File: config.mk
export PLATFORM = sky130hd
export DESIGN_NAME = face_dispatch_ctrl
export DESIGN_NICKNAME = d
export VERILOG_FILES = /design/src/rtl/dispatch_pkg.sv /design/src/rtl/tri_fifo.sv /design/src/rtl/face_dispatch_ctrl.sv
export SDC_FILE = /design/constraint.sdc
export NUM_CORES = 1
export LEC_CHECK = 0
export BUFFER_PORTS_ARGS = -buffer_cell sky130_fd_sc_hd__buf_4
export CAP_MARGIN = 20
export CORE_ASPECT_RATIO = 1.5
export CORE_MARGIN = 1
export CORE_UTILIZATION = 55
export CTS_BUF_LIST = sky130_fd_sc_hd__clkbuf_16
export DETAILED_ROUTE_END_ITERATION = 7
export PLACE_DENSITY = 0.75
export SLEW_MARGIN = 0
export SYNTH_ARGS = -nofsm -noshare
export SYNTH_HDL_FRONTEND = slang
export SYNTH_SLANG_ARGS = --single-unit
File: constraint.sdc
create_clock -name clk -period 14.2 [get_ports clk]
set_clock_uncertainty 0.15 [all_clocks]
set_input_delay 0 -clock clk [delete_from_list [all_inputs] [get_ports clk]]
set_output_delay 0 -clock clk [all_outputs]
set_load 0.01 [all_outputs]
File: src/rtl/dispatch_pkg.sv
// Shared types and helpers for the face dispatch controller.
// Holds the FSM state enum, vertex-word field offsets and width helpers.
package dispatch_pkg;

  typedef enum logic [2:0] {
    S_IDLE,
    S_FETCH,
    S_WAIT_SRAM,
    S_ISSUE,
    S_COLLECT,
    S_PUSH,
    S_DONE
  } state_e;

  function automatic int calc_vw(int xw, int yw, int zw, int cw);
    return xw + yw + zw + cw;
  endfunction

  function automatic int calc_triw(int vw);
    return 3 * vw;
  endfunction

  // LSB positions of each field inside {x, y, depth, color}
  function automatic int x_off(int yw, int zw, int cw);
    return yw + zw + cw;
  endfunction

  function automatic int y_off(int zw, int cw);
    return zw + cw;
  endfunction

  function automatic int z_off(int cw);
    return cw;
  endfunction

  function automatic int c_off();
    return 0;
  endfunction

endpackage

File: src/rtl/tri_fifo.sv
// Circular triangle buffer between dispatch and the rasterizer.
// Ports: push_i/data_i write, pop_i read, data_o head, full/empty/count.
module tri_fifo #(
  parameter  int W     = 8,
  parameter  int DEPTH = 4,
  localparam int AW    = $clog2(DEPTH),
  localparam int CW    = AW + 1
) (
  input  logic          clk_i,
  input  logic          srst_i,
  input  logic          push_i,
  input  logic          pop_i,
  input  logic [W-1:0]  data_i,
  output logic [W-1:0]  data_o,
  output logic          full_o,
  output logic          empty_o,
  output logic [CW-1:0] count_o
);

  logic [W-1:0]  mem_q [DEPTH];
  logic [AW-1:0] wp_q, rp_q;
  logic [CW-1:0] cnt_q;
  logic          push_ok, pop_ok;

  assign full_o  = (cnt_q == CW'(DEPTH));
  assign empty_o = (cnt_q == '0);
  assign count_o = cnt_q;
  assign push_ok = push_i && !full_o;
  assign pop_ok  = pop_i && !empty_o;
  // Head forced to zero when empty so the output is clean after reset
  assign data_o  = empty_o ? '0 : mem_q[rp_q];

  always_ff @(posedge clk_i) begin
    if (srst_i) begin
      wp_q  <= '0;
      rp_q  <= '0;
      cnt_q <= '0;
    end else begin
      if (push_ok) wp_q <= wp_q + AW'(1);
      if (pop_ok)  rp_q <= rp_q + AW'(1);
      case ({push_ok, pop_ok})
        2'b10:   cnt_q <= cnt_q + CW'(1);
        2'b01:   cnt_q <= cnt_q - CW'(1);
        default: cnt_q <= cnt_q;
      endcase
    end
  end

  always_ff @(posedge clk_i) begin
    if (push_ok) mem_q[wp_q] <= data_i;
  end

endmodule

File: src/rtl/face_dispatch_ctrl.sv
// Face fetch / vertex issue / triangle assembly controller.
// Ports: enable/num_of_faces/cull_en start, sram_* face read, shd_* issue,
// vtx_* return, tri_* buffered triangles, busy/finish/culled_cnt status.
module face_dispatch_ctrl
  import dispatch_pkg::*;
#(
  parameter  int ADDR_W    = 20,
  parameter  int FCNT_W    = 21,
  parameter  int X_W       = 12,
  parameter  int Y_W       = 12,
  parameter  int Z_W       = 21,
  parameter  int C_W       = 24,
  parameter  int SRAM_LAT  = 3,
  parameter  int TRI_DEPTH = 4,
  localparam int V_W       = calc_vw(X_W, Y_W, Z_W, C_W),
  localparam int TRI_W     = calc_triw(V_W)
) (
  input  logic              clk,
  input  logic              srst,
  input  logic              enable,
  input  logic              cull_en,
  input  logic [FCNT_W-1:0] num_of_faces,
  output logic              sram_rd_en,
  output logic [ADDR_W-1:0] sram_addr,
  input  logic [ADDR_W-1:0] face_v1,
  input  logic [ADDR_W-1:0] face_v2,
  input  logic [ADDR_W-1:0] face_v3,
  output logic              shd_valid,
  input  logic              shd_ready,
  output logic [ADDR_W-1:0] shd_vidx,
  output logic [1:0]        shd_tag,
  input  logic              vtx_valid,
  input  logic [1:0]        vtx_tag,
  input  logic [V_W-1:0]    vtx_data,
  output logic              tri_valid,
  input  logic              tri_ready,
  output logic [TRI_W-1:0]  tri_data,
  output logic              busy,
  output logic              finish,
  output logic [FCNT_W-1:0] culled_cnt
);

  localparam int WC_W  = $clog2(SRAM_LAT + 1);
  localparam int CNT_W = $clog2(TRI_DEPTH) + 1;

  state_e                state_q, state_d;
  logic [FCNT_W-1:0]     nf_q, nf_d, idx_q, idx_d;
  logic [FCNT_W-1:0]     cul_q, cul_d;
  logic                  cen_q, cen_d;
  logic [WC_W-1:0]       wc_q, wc_d;
  logic [ADDR_W-1:0]     v2_q, v2_d, v3_q, v3_d;
  logic [2:0][V_W-1:0]   slot_q, slot_d;
  logic [2:0]            flag_q, flag_d;
  logic                  rd_q, rd_d;
  logic [ADDR_W-1:0]     addr_q, addr_d;
  logic                  sv_q, sv_d;
  logic [ADDR_W-1:0]     vidx_q, vidx_d;
  logic [1:0]            tag_q, tag_d;
  logic                  busy_q, busy_d;
  logic                  fin_q, fin_d;

  logic                  push, full, empty;
  logic [CNT_W-1:0]      count;
  logic [FCNT_W-1:0]     idx_nx;
  logic                  last, dup, lat_hit, acc, fetch_ok;

  assign idx_nx   = idx_q + FCNT_W'(1);
  assign last     = (idx_nx == nf_q);
  assign dup      = (face_v1 == face_v2) || (face_v1 == face_v3) ||
                    (face_v2 == face_v3);
  assign lat_hit  = (wc_q == WC_W'(SRAM_LAT));
  assign acc      = sv_q && shd_ready;
  // Only one face is ever in flight, so one free entry is enough
  assign fetch_ok = (count < CNT_W'(TRI_DEPTH));
  assign push     = (state_q == S_PUSH) && !full;

  tri_fifo #(
    .W     (TRI_W),
    .DEPTH (TRI_DEPTH)
  ) u_fifo (
    .clk_i   (clk),
    .srst_i  (srst),
    .push_i  (push),
    .pop_i   (tri_ready),
    .data_i  ({slot_q[0], slot_q[1], slot_q[2]}),
    .data_o  (tri_data),
    .full_o  (full),
    .empty_o (empty),
    .count_o (count)
  );

  always_ff @(posedge clk) begin
    if (srst) state_q <= S_IDLE;
    else      state_q <= state_d;
  end

  always_comb begin
    state_d = state_q;
    unique case (state_q)
      S_IDLE:
        if (enable) state_d = (num_of_faces == '0) ? S_DONE : S_FETCH;
      S_FETCH:
        if (fetch_ok) state_d = S_WAIT_SRAM;
      S_WAIT_SRAM:
        if (lat_hit) begin
          if (cen_q && dup) state_d = last ? S_DONE : S_FETCH;
          else              state_d = S_ISSUE;
        end
      S_ISSUE:
        if (acc && tag_q == 2'd2) state_d = S_COLLECT;
      S_COLLECT:
        if (&flag_q) state_d = S_PUSH;
      S_PUSH:
        state_d = last ? S_DONE : S_FETCH;
      S_DONE:
        if (empty) state_d = S_IDLE;
      default:
        state_d = S_IDLE;
    endcase
  end

  always_comb begin
    nf_d   = nf_q;
    idx_d  = idx_q;
    cul_d  = cul_q;
    cen_d  = cen_q;
    wc_d   = wc_q;
    v2_d   = v2_q;
    v3_d   = v3_q;
    slot_d = slot_q;
    flag_d = flag_q;
    rd_d   = 1'b0;
    addr_d = addr_q;
    sv_d   = sv_q;
    vidx_d = vidx_q;
    tag_d  = tag_q;
    busy_d = busy_q;
    fin_d  = 1'b0;
    // Returns land by tag in any state; a repeated tag overwrites
    if (vtx_valid && vtx_tag != 2'd3) begin
      flag_d[vtx_tag] = 1'b1;
      slot_d[vtx_tag] = vtx_data;
    end
    unique case (state_q)
      S_IDLE:
        if (enable) begin
          nf_d   = num_of_faces;
          cen_d  = cull_en;
          idx_d  = '0;
          cul_d  = '0;
          busy_d = 1'b1;
        end
      S_FETCH: begin
        wc_d = '0;
        if (fetch_ok) begin
          rd_d   = 1'b1;
          addr_d = ADDR_W'(idx_q);
        end
      end
      S_WAIT_SRAM: begin
        wc_d = wc_q + WC_W'(1);
        if (lat_hit) begin
          v2_d = face_v2;
          v3_d = face_v3;
          if (cen_q && dup) begin
            cul_d = cul_q + FCNT_W'(1);
            idx_d = idx_nx;
          end else begin
            sv_d   = 1'b1;
            vidx_d = face_v1;
            tag_d  = 2'd0;
          end
        end
      end
      S_ISSUE:
        if (acc) begin
          if (tag_q == 2'd2) begin
            sv_d = 1'b0;
          end else begin
            tag_d  = tag_q + 2'd1;
            vidx_d = (tag_q == 2'd0) ? v2_q : v3_q;
          end
        end
      S_PUSH: begin
        flag_d = '0;
        idx_d  = idx_nx;
      end
      S_DONE:
        if (empty) begin
          fin_d  = 1'b1;
          busy_d = 1'b0;
        end
      default: ;
    endcase
  end

  always_ff @(posedge clk) begin
    if (srst) begin
      nf_q   <= '0;
      idx_q  <= '0;
      cul_q  <= '0;
      cen_q  <= 1'b0;
      wc_q   <= '0;
      v2_q   <= '0;
      v3_q   <= '0;
      slot_q <= '0;
      flag_q <= '0;
      rd_q   <= 1'b0;
      addr_q <= '0;
      sv_q   <= 1'b0;
      vidx_q <= '0;
      tag_q  <= '0;
      busy_q <= 1'b0;
      fin_q  <= 1'b0;
    end else begin
      nf_q   <= nf_d;
      idx_q  <= idx_d;
      cul_q  <= cul_d;
      cen_q  <= cen_d;
      wc_q   <= wc_d;
      v2_q   <= v2_d;
      v3_q   <= v3_d;
      slot_q <= slot_d;
      flag_q <= flag_d;
      rd_q   <= rd_d;
      addr_q <= addr_d;
      sv_q   <= sv_d;
      vidx_q <= vidx_d;
      tag_q  <= tag_d;
      busy_q <= busy_d;
      fin_q  <= fin_d;
    end
  end

  assign sram_rd_en = rd_q;
  assign sram_addr  = addr_q;
  assign shd_valid  = sv_q;
  assign shd_vidx   = vidx_q;
  assign shd_tag    = tag_q;
  assign tri_valid  = !empty;
  assign busy       = busy_q;
  assign finish     = fin_q;
  assign culled_cnt = cul_q;

endmodule

==> results.cfg <==
[outcome]
status = complete, no violations

[cells_and_area]
areaGrowthSynthToFinish_pct = 23.0
layout_commonest_cell = edfxtp_1
fin_area_um2 = 57400
fin_util = 0.684
fin_nets = 4150
drive_gt1_frac = 0.214
final_cell_mix = 828 x edfxtp_1, 660 x nand2_1, 469 x buf_4

[floorplanning]
fp.dieH_um = 359
start_util = 0.556
die_x_um = 240
die_area_um2 = 86100
num_rows = 130
fp.coreArea_um2 = 83900
io_pins = 434

[sta]
slew_headroom = 0.244
setup_viol = 0
hold_viol = 0
period_share = 0.369
fmaxAchievable_mhz = 191
worst_pin_slew_ns = 1.13
grt_setup_unrepaired = false
layout_min_cycle_time_ns = 5.24
whs_ns = 0.0299
drv_slew = 0
fin_setup_tns_ns = 0

[synthesis]
yosysTopAreaCellShare = 0.533
synth_area_leaders = edfxtp_1 53%, dfxtp_1 16%, mux4_2 10%
synth_cell_types = 61
syn-instance-count = 3297
synth_flop_cell = edfxtp_1
synthArstFlopShare = 0
synth_area_um2 = 46700
ys_ff_latch = 1202
syn_nets = 3467
avgSynthCellArea_um2 = 14.2
synth_largest_area_cell = edfxtp_1
seq_area_frac_synth = 0.693
synth_edf_count = 828
yosysWarnings = 0

[place]
place_hpwl_um = 68000
routabilityCongestion = 0.908
place_area_um2 = 50900
portBuffers = 433

[global_routing]
grt_pass1_vias = 30500
track_usage = 0.277
grt_max_degree = 208
grt_pass1_wl_um = 179000
antenna_found_initial = 11
grt.overflow.total = 0

[setup_path]
cp_max_fo = 57
timing.rr.start = state_q[0]$_SDFFE_PP0P_
r2r_slack_ns = 8.96
crit_path_end_kind = flip-flop
arrival_ns = 5.36
critical_path_class = reg2reg
startpoint_type = flip-flop
crit_required_ns = 14.33
crit_start = state_q[0]$_SDFFE_PP0P_

[cts]
h-tree-depth = 3
numClockSinks = 1202
cts.reportedPaths.clkPinSlew_ns = 0.06
cts_resized = 0
cts_buffer_depth = 3
root_buffer = clkbuf_16
cts_made_buffers = 105
clk_latency_ns = 0.68
cts_tree = built

[route]
vias = 29800
firstDrtPassIters = 6
routed_via_density = 5.73
wire_per_inst_um = 22.9
detail_route.iter0.violations = 2178
drt.antenna.violating_nets = 0
routed_wirelength_um = 119000
drc_errors = 0

[min_path]
worstHoldStart = vtx_data[45]
hold_path.class = in2reg

[power_and_ir_drop]
p_leak_uw = 0.0201
vdd_ir_drop_max_v = 0.000137
p_per_area_nw_per_um2 = 132

[flow_run]
drv_cap = 0
path summary, 6_finish.rpt:
path | to | cells past startpoint
worst max-delay path | u_fifo.mem_q[0][148]$_DFFE_PP_ | 6
worst min-delay path | slot_q[45]$_SDFFE_PP0P_ | 4
worst max register to register | u_fifo.mem_q[0][148]$_DFFE_PP_ | 6
worst min register to register | v2_q[12]$_SDFFE_PP0P_ | 2
worst max-delay path, cell delays in order (launching register included):
cell and delay [ns]:
dfxtp_1 0.67, nand3_1 0.20, a31oi_1 0.55, and2_4 0.73
buf_4 0.76, buf_4 0.78, buf_4 0.83
area by class of cell:
| cell class | instances | area [um2] |
|---|---|---|
| Antenna cell | 9 | 22.5 |
| Clock buffer | 109 | 2730 |
| Clock inverter | 88 | 672 |
| Fill cell | 5611 | 26500 |
| Inverter | 17 | 63.8 |
| Multi-Input combinational cell | 1877 | 13600 |
| Sequential cell | 1202 | 32400 |
| Tap cell | 1122 | 1400 |
| Timing Repair Buffer | 777 | 6630 |
per-stage QoR:
step | setup slack (ns) | power [uW] | std cells
global placement | 8.97 | 4710 | 4689
CTS | 8.87 | 7580 | 5191
finish | 8.96 | 7550 | 5201
detailed placement | 8.91 | 4720 | 4689
global route | 8.63 | 7800 | 5199
floorplan | 7.52 | 4380 | 3297
timing repair:
item / CTS / global route
endpoints found under the setup margin: 0 / 0
endpoints found under the hold margin: 314 / 0
hold buffers: 305 / 0
setup buffers: 0 / 0
flip-flops by register name, indices dropped and copies added (netlist names), named ones only:
register	count
u_fifo.mem_q	828
slot_q	207
culled_cnt	21
idx_q	21
nf_q	21
shd_vidx	20
sram_addr	20
v2_q	20
v3_q	20
flag_q	3
state_q	3
u_fifo.count_o	3
shd_tag	2
u_fifo.rp_q	2
u_fifo.wp_q	2
wc_q	2
busy	1
cen_q	1
finish	1
shd_valid	1
sram_rd_en	1
routing by layer:
layer,vias to the layer above,global-route usage,share of wire
li1,13400,-,-
met1,14900,0.347,0.38
met2,1240,0.476,0.51
met3,229,0.0474,0.068
met4,6,0.109,0.037
met5,-,0,0.00032
power breakdown:
group          total (uW)  switching, uW  leakage [uW]  internal, uW
Combinational         877            472       0.00753           405
Sequential           3880           72.8        0.0108          3800
Clock                2800           1260       0.00175          1540
Total                7550           1800        0.0201          5750
Yosys cell counts, types with 6 or more instances:
library cell    n
nor2_1         65
xor2_1         56
buf_2           6
o31ai_1        10
nand4_1        19
and2_1        214
and3_1          9
o21ai_0        44
mux2i_1        56
or3_1          10
ha_1           10
a21oi_1       308
o21bai_1        6
nor4_1         19
or4_1           6
nand2_1       660
or2_2          11
inv_1          16
nor2b_1         6
a21o_1          6
mux4_2        207
a31oi_1         6
buf_1          24
clkbuf_1      167
edfxtp_1      828
nor3_1         27
xnor2_1        44
dfxtp_1       374
nand3_1        26
kinds of logic after synthesis:
logic type | count (synthesis) | synth area share
buffers and inverters | 218 | 0.0178
muxes | 264 | 0.112
and+or+nand+nor | 1097 | 0.108
DFF | 1202 | 0.693
adders and majority gates | 11 | 0.00311
AOI/OAI and AO/OA | 405 | 0.0469
xor gates and xnor gates | 100 | 0.0188
Power figures use the tool's default switching activity.
